### config.mk
export PLATFORM = sky130hd
export DESIGN_NAME = systolic_tile_sched
export DESIGN_NICKNAME = d
export VERILOG_FILES = /design/src/rtl/systolic_pkg.sv /design/src/rtl/systolic_tile_sched_row_skew.sv /design/src/rtl/systolic_tile_sched.sv
export SDC_FILE = /design/constraint.sdc
export NUM_CORES = 1
export LEC_CHECK = 0
export BUFFER_PORTS_ARGS = -buffer_cell sky130_fd_sc_hd__buf_2
export CAP_MARGIN = 40
export CORE_ASPECT_RATIO = 1.5
export CORE_UTILIZATION = 55
export DETAILED_ROUTE_END_ITERATION = 16
export PLACE_DENSITY = 0.78
export SYNTH_ARGS = -nofsm -noshare
export SYNTH_HDL_FRONTEND = slang
export SYNTH_SLANG_ARGS = --single-unit
### constraint.sdc
create_clock -name clk -period 4.5 [get_ports clk]
set_input_delay 0.45 -clock clk [delete_from_list [all_inputs] [get_ports clk]]
set_output_delay 0.45 -clock clk [all_outputs]
set_load 0.02 [all_outputs]
### src/rtl/systolic_pkg.sv
// Shared constants and sequencer state encoding for the systolic tile scheduler.
package systolic_pkg;

  localparam int unsigned N  = 16;
  localparam int unsigned DW = 8;
  localparam int unsigned CW = 16;
  localparam int unsigned IW = $clog2(N);

  typedef enum logic [2:0] {
    IDLE,
    LOAD,
    SETTLE,
    SWITCH,
    STREAM,
    DRAIN,
    DONE
  } state_t;

endpackage

### src/rtl/systolic_tile_sched_row_skew.sv
// Per-row delay line carrying {valid, switch, input} toward the array West edge.
module row_skew #(
  parameter int unsigned DEPTH = 1,
  parameter int unsigned DW    = 8
) (
  input  logic          clk,
  input  logic          rst,
  input  logic          inj_valid,
  input  logic          inj_switch,
  input  logic [DW-1:0] inj_data,
  output logic          valid,
  output logic          switch,
  output logic [DW-1:0] data
);

  logic [DW+1:0] stage [DEPTH];

  always_ff @(posedge clk) begin
    if (rst) begin
      for (int unsigned k = 0; k < DEPTH; k++) stage[k] <= '0;
    end else begin
      stage[0] <= {inj_valid, inj_switch, inj_data};
      for (int unsigned k = 1; k < DEPTH; k++) stage[k] <= stage[k-1];
    end
  end

  assign {valid, switch, data} = stage[DEPTH-1];

endmodule

### src/rtl/systolic_tile_sched.sv
// Tile sequencer: weight load, settle, switch wavefront, skewed input streaming,
// and completion tracking on bottom-row psum valids.
module systolic_tile_sched #(
  parameter int unsigned N  = systolic_pkg::N,
  parameter int unsigned DW = systolic_pkg::DW,
  parameter int unsigned CW = systolic_pkg::CW
) (
  input  logic                 clk,
  input  logic                 rst,
  input  logic                 cmd_valid,
  output logic                 cmd_ready,
  input  logic [CW-1:0]        cmd_num_vec,
  input  logic [N-1:0]         cmd_col_en,
  input  logic                 cmd_reload,
  input  logic                 w_valid,
  output logic                 w_ready,
  input  logic [N*DW-1:0]      w_data,
  input  logic                 in_valid,
  output logic                 in_ready,
  input  logic [N*DW-1:0]      in_data,
  output logic [N-1:0]         arr_col_en,
  output logic [N-1:0]         arr_accept_w,
  output logic [N*DW-1:0]      arr_weight,
  output logic [$clog2(N)-1:0] arr_index,
  output logic [N-1:0]         arr_valid,
  output logic [N-1:0]         arr_switch,
  output logic [N*DW-1:0]      arr_input,
  input  logic                 arr_psum_valid_bot,
  output logic                 busy,
  output logic                 done
);

  import systolic_pkg::*;

  localparam int unsigned RW = $clog2(N);

  state_t        state;
  state_t        state_nxt;
  logic [CW-1:0] num_vec;
  logic [CW-1:0] vec_cnt;
  logic [CW-1:0] psum_cnt;
  logic [CW:0]   psum_nxt;
  logic [RW-1:0] row_cnt;
  logic [RW-1:0] settle_cnt;
  logic          cmd_fire;
  logic          w_fire;
  logic          in_fire;
  logic          psum_inc;

  assign cmd_fire = cmd_valid && cmd_ready;
  assign w_fire   = w_valid && w_ready;
  assign in_fire  = in_valid && in_ready;
  assign psum_inc = arr_psum_valid_bot && (state == STREAM || state == DRAIN);
  // One bit wider so a full-scale tile count cannot wrap before the compare.
  assign psum_nxt = {1'b0, psum_cnt} + (CW+1)'(psum_inc);

  always_comb begin
    state_nxt = state;
    unique case (state)
      IDLE: begin
        if (cmd_fire) begin
          if (cmd_reload)              state_nxt = LOAD;
          else if (cmd_num_vec == '0)  state_nxt = DONE;
          else                         state_nxt = STREAM;
        end
      end
      LOAD:    if (w_fire && row_cnt == RW'(N-1)) state_nxt = SETTLE;
      SETTLE:  if (settle_cnt == RW'(N-1))        state_nxt = SWITCH;
      SWITCH:  state_nxt = (num_vec == '0) ? DONE : STREAM;
      STREAM:  if (in_fire && vec_cnt == num_vec - 1'b1) state_nxt = DRAIN;
      DRAIN:   if (psum_nxt >= {1'b0, num_vec}) state_nxt = DONE;
      DONE:    state_nxt = IDLE;
      default: state_nxt = IDLE;
    endcase
  end

  always_ff @(posedge clk) begin
    if (rst) begin
      state        <= IDLE;
      cmd_ready    <= 1'b1;
      busy         <= 1'b0;
      w_ready      <= 1'b0;
      in_ready     <= 1'b0;
      done         <= 1'b0;
      num_vec      <= '0;
      vec_cnt      <= '0;
      psum_cnt     <= '0;
      row_cnt      <= '0;
      settle_cnt   <= '0;
      arr_col_en   <= '0;
      arr_accept_w <= '0;
      arr_weight   <= '0;
      arr_index    <= '0;
    end else begin
      state     <= state_nxt;
      cmd_ready <= (state_nxt == IDLE);
      busy      <= (state_nxt != IDLE);
      w_ready   <= (state_nxt == LOAD);
      in_ready  <= (state_nxt == STREAM);
      done      <= (state_nxt == DONE);

      arr_accept_w <= {N{w_fire}};
      arr_weight   <= w_fire ? w_data : '0;
      arr_index    <= w_fire ? row_cnt : '0;

      if (cmd_fire) begin
        num_vec    <= cmd_num_vec;
        arr_col_en <= cmd_col_en;
        vec_cnt    <= '0;
        psum_cnt   <= '0;
        row_cnt    <= '0;
        settle_cnt <= '0;
      end else begin
        psum_cnt <= psum_nxt[CW-1:0];
        if (w_fire)
          row_cnt <= (row_cnt == RW'(N-1)) ? '0 : row_cnt + 1'b1;
        if (state == SETTLE)
          settle_cnt <= (settle_cnt == RW'(N-1)) ? '0 : settle_cnt + 1'b1;
        if (in_fire)
          vec_cnt <= vec_cnt + 1'b1;
      end
    end
  end

  // Row i sees the row-0 injection delayed i further cycles.
  for (genvar i = 0; i < N; i++) begin : g_row
    row_skew #(
      .DEPTH(i + 1),
      .DW   (DW)
    ) u_skew (
      .clk       (clk),
      .rst       (rst),
      .inj_valid (in_fire),
      .inj_switch(state == SWITCH),
      .inj_data  (in_fire ? in_data[i*DW +: DW] : '0),
      .valid     (arr_valid[i]),
      .switch    (arr_switch[i]),
      .data      (arr_input[i*DW +: DW])
    );
  end

endmodule

==> results.md <==
- Status: finished clean
- Layout cells sized above 1: 0.206
- Residual DRC: 0
- Reg2reg start: state[2]$_SDFF_PP0_
- Tmin final: 3520 ps
- Critical Path Fanout Max: 6
- Setup_tns: 0 ps
- CTS tree: yes
- Post-CTS Setup Bufs: 0
- Detailed-route via count: 22.8k
- Pin count of the biggest net entering global routing: 237
- Seq/Total Area, Yosys: 0.691
- Peak supply drop: 0.000394 V
- Fin nets: 4,321
- Syn. warnings: 0
- DRT antenna net count: 0
- CP Cell Sequence: nor2b_1 -> and2_1 -> ha_1 -> ha_1 -> nand2_1 -> nor2_1 -> nand3_1 -> nor2_1 -> xor2_1 -> ha_1 -> nand4_1 -> nor2_1 -> nand3_1 -> o211ai_1 -> nor3_1 -> o21ai_0 -> and2_1
- Post-CTS Resized: 0
- Required time worst endpoint: 5040 ps
- Pwr per Cell Area: 476 nW/µm²
- WL final: 82,600 µm
- CP max-delay cell: dfxtp_1
- Initial detailed-routing violation count: 1,206
- Die width: 218 µm
- Number of global-route vias before repair: 22.2k
- Max-slew headroom: 0.379
- Max H-tree Level: 3
- Crit path largest cell delay: 390 ps
- Clk sinks: 1,333
- RSZ-0062 raised after global routing: no
- I/O Pins: 624
- Cts bufs inserted: 112
- Distinct cells, synth: 49
- Worst setup margin: 982 ps
- Core footprint: 69,200 µm²
- Worst Path Arrival: 4060 ps
- Fmax: 284 MHz
- Tot GR Track Use: 0.227
- Cells on worst reg2reg path: 17
- Max Cap Violations: 0
- Worst R2R End: state[1]$_SDFF_PP0_
- DPL Wire Length: 53,600 µm
- # setup viols final: 0
- Period utilisation layout: 0.782
- Syn nets: 3,623
- First-pass GRT wire length: 124,000 µm
- Hold depth: 2
- DR WL/cell: 16.5 µm
- Max-slew violations: 0
- Row count: 118
- Synthesized area: 38,600 µm²
- Area Overhead vs Synth: 24.1%
- Element type at the critical path start: flip-flop
- Setup slack at placement: 1010 ps
- Final hold vios: 0
- PortBufs: 623
- Leakage: 21.2 nW
- Worst Hold End: g_row[14].u_skew.stage[0][3]$_SDFF_PP0_
- R2r setup slk: 980 ps
- Starting Density: 0.558
- Worst-Skew Late Latency: 680 ps
- TritonRoute pass-1 iters: 5
- Critical path class: flip-flop to flip-flop
- CTS Root Cell: clkbuf_16
- Vias per cell: 4.55
- Synth Instances: 3,305
- Clock skew: 47.2 ps
- Die footprint: 71,300 µm²
- Die Y: 327 µm
- Synth Flop Type: dfxtp_1
- Initial antenna violation count: 31
- Synth top area cells: dfxtp_1 69%, nor2b_1 16%, buf_4 2.6%
- Hold Startpoint: in_data[115]
- Grt ovf: 0
- Clock slew at reported path FFs: 60 ps
- Post-synth top area share: 0.691
- CTS max path bufs: 3
- Hold crit path type: primary input to flip-flop
- Worst-Margin Slew: 931 ps
- Post-synth EDFFs: 0
- Dominant cell type by area after synthesis: dfxtp_1
- GP Congestion: 0.881
- Crit path capture type: flip-flop
- Avg Inst Size Synth: 11.7 µm²
- Synth async-reset ratio: 0
- Flops & latches, synth: 1,333
[metal layers]
metal,part of all wire,global-route usage
met3,0.060,0.0518
met1,0.41,0.269
met5,0.00034,0
met2,0.49,0.387
met4,0.038,0.103
[layout by cell type (no fill, tap or decap), types with 7 or more instances in the layout]
master	instances
ha_1	23
nand3_1	21
clkbuf_8	18
nor3_1	11
and3_1	136
inv_1	19
buf_2	622
xnor2_1	23
clkbuf_16	112
clkbuf_1	15
nor2b_1	1004
nor2_1	44
nand4_1	13
bufinv_16	15
a21oi_1	44
buf_4	9
and2_1	138
dfxtp_1	1333
dlygate4sd3_1	252
nand2_1	96
clkinvlp_4	7
o21ai_0	7
xor2_1	26
clkinv_2	30
diode_2	20
[registers in the layout, summed over array words and instances (netlist names)]
| register | flops |
|---|---|
| arr_accept_w | 1 |
| psum_cnt | 16 |
| num_vec | 16 |
| state | 3 |
| done | 1 |
| settle_cnt | 4 |
| w_ready | 1 |
| row_cnt | 4 |
| arr_index | 4 |
| in_ready | 1 |
| cmd_ready | 1 |
| vec_cnt | 16 |
| arr_weight | 128 |
| busy | 1 |
| arr_col_en | 16 |
| g_row.u_skew.stage | 1120 |
[worst max-delay path, delay by kind of cell, from the launching register on]
kind,cells,cell delay [ps]
adder cells (fa/ha/maj),3,730
flip-flops,1,390
AND/OR/NAND/NOR,11,1840
XOR/XNOR,1,210
AO/OA/AOI/OAI,2,260
[report_power, final]
group / switching [mW] / internal (mW) / total (mW)
combinational: 0.499 / 0.385 / 0.885
sequential: 0.0521 / 11.9 / 11.9
clock: 4.24 / 5.77 / 10.0
[cell type report]
class,instances,area (µm²)
Antenna cell,20,50.0
Clock buffer,145,3110
Clock inverter,62,810
Fill cell,4878,21300
Inverter,20,77.6
Multi-Input combinational cell,1645,10200
Sequential cell,1333,26700
Tap cell,900,1130
Timing Repair Buffer,891,5880
[synthesized netlist by cell type, types with 2 or more instances]
cell and n:
a211oi_1 2, a21o_1 5, a21oi_1 44, a31oi_1 3, and2_1 139, and3_1 136, buf_1 5, buf_4 135
clkbuf_1 165, dfxtp_1 1333, ha_1 23, inv_1 20, mux2i_1 5, nand2_1 96, nand3_1 21, nand3b_1 5
nand4_1 13, nand4_2 2, nor2_1 45, nor2b_1 1004, nor3_1 11, nor4_1 6, o211ai_1 2, o21a_1 2
o21ai_0 7, o31ai_1 2, or3_1 4, or4_1 2, xnor2_1 23, xor2_1 26
[worst max path at each step]
stage / startpoint / to / slack (ps) / cells past startpoint
after floorplan: state[2]$_SDFF_PP0_ / w_ready$_SDFF_PP0_ / 1550 / 13
after global placement: state[2]$_SDFF_PP0_ / state[1]$_SDFF_PP0_ / 1010 / 16
after detailed placement: state[2]$_SDFF_PP0_ / state[1]$_SDFF_PP0_ / 1010 / 17
after CTS: state[2]$_SDFF_PP0_ / state[1]$_SDFF_PP0_ / 960 / 17
after global routing: state[2]$_SDFF_PP0_ / state[1]$_SDFF_PP0_ / 670 / 17
final: state[2]$_SDFF_PP0_ / state[1]$_SDFF_PP0_ / 980 / 17
[per-stage QoR]
stage	total power, mW	instances	hold slack [ps]	utilization	instance area, µm²
after floorplan	12.6	3305	414	-	38600
after global placement	12.9	4534	416	0.598	41400
after detailed placement	12.9	4537	420	0.599	41500
after CTS	23.0	4996	0.506	0.692	47900
after global routing	23.6	5011	17.0	0.692	48000
final	22.8	5016	42.6	0.693	48000
[cells by family after synthesis]
| group | count (synthesis) | synth area share |
|---|---|---|
| adders and majority gates | 23 | 0.00745 |
| DFF | 1333 | 0.691 |
| AOI/OAI and AO/OA | 75 | 0.0115 |
| buffers and inverters | 327 | 0.0449 |
| xor gates and xnor gates | 49 | 0.0111 |
| muxes | 6 | 0.00159 |
| and+or+nand+nor | 1492 | 0.233 |
[repair_timing]
action / 4_1_cts / 5_1_grt
hold endpoints to repair: 252 / 0
endpoints found under the setup margin: 0 / 0
hold buffers: 252 / 0
Power figures use the tool's default switching activity.
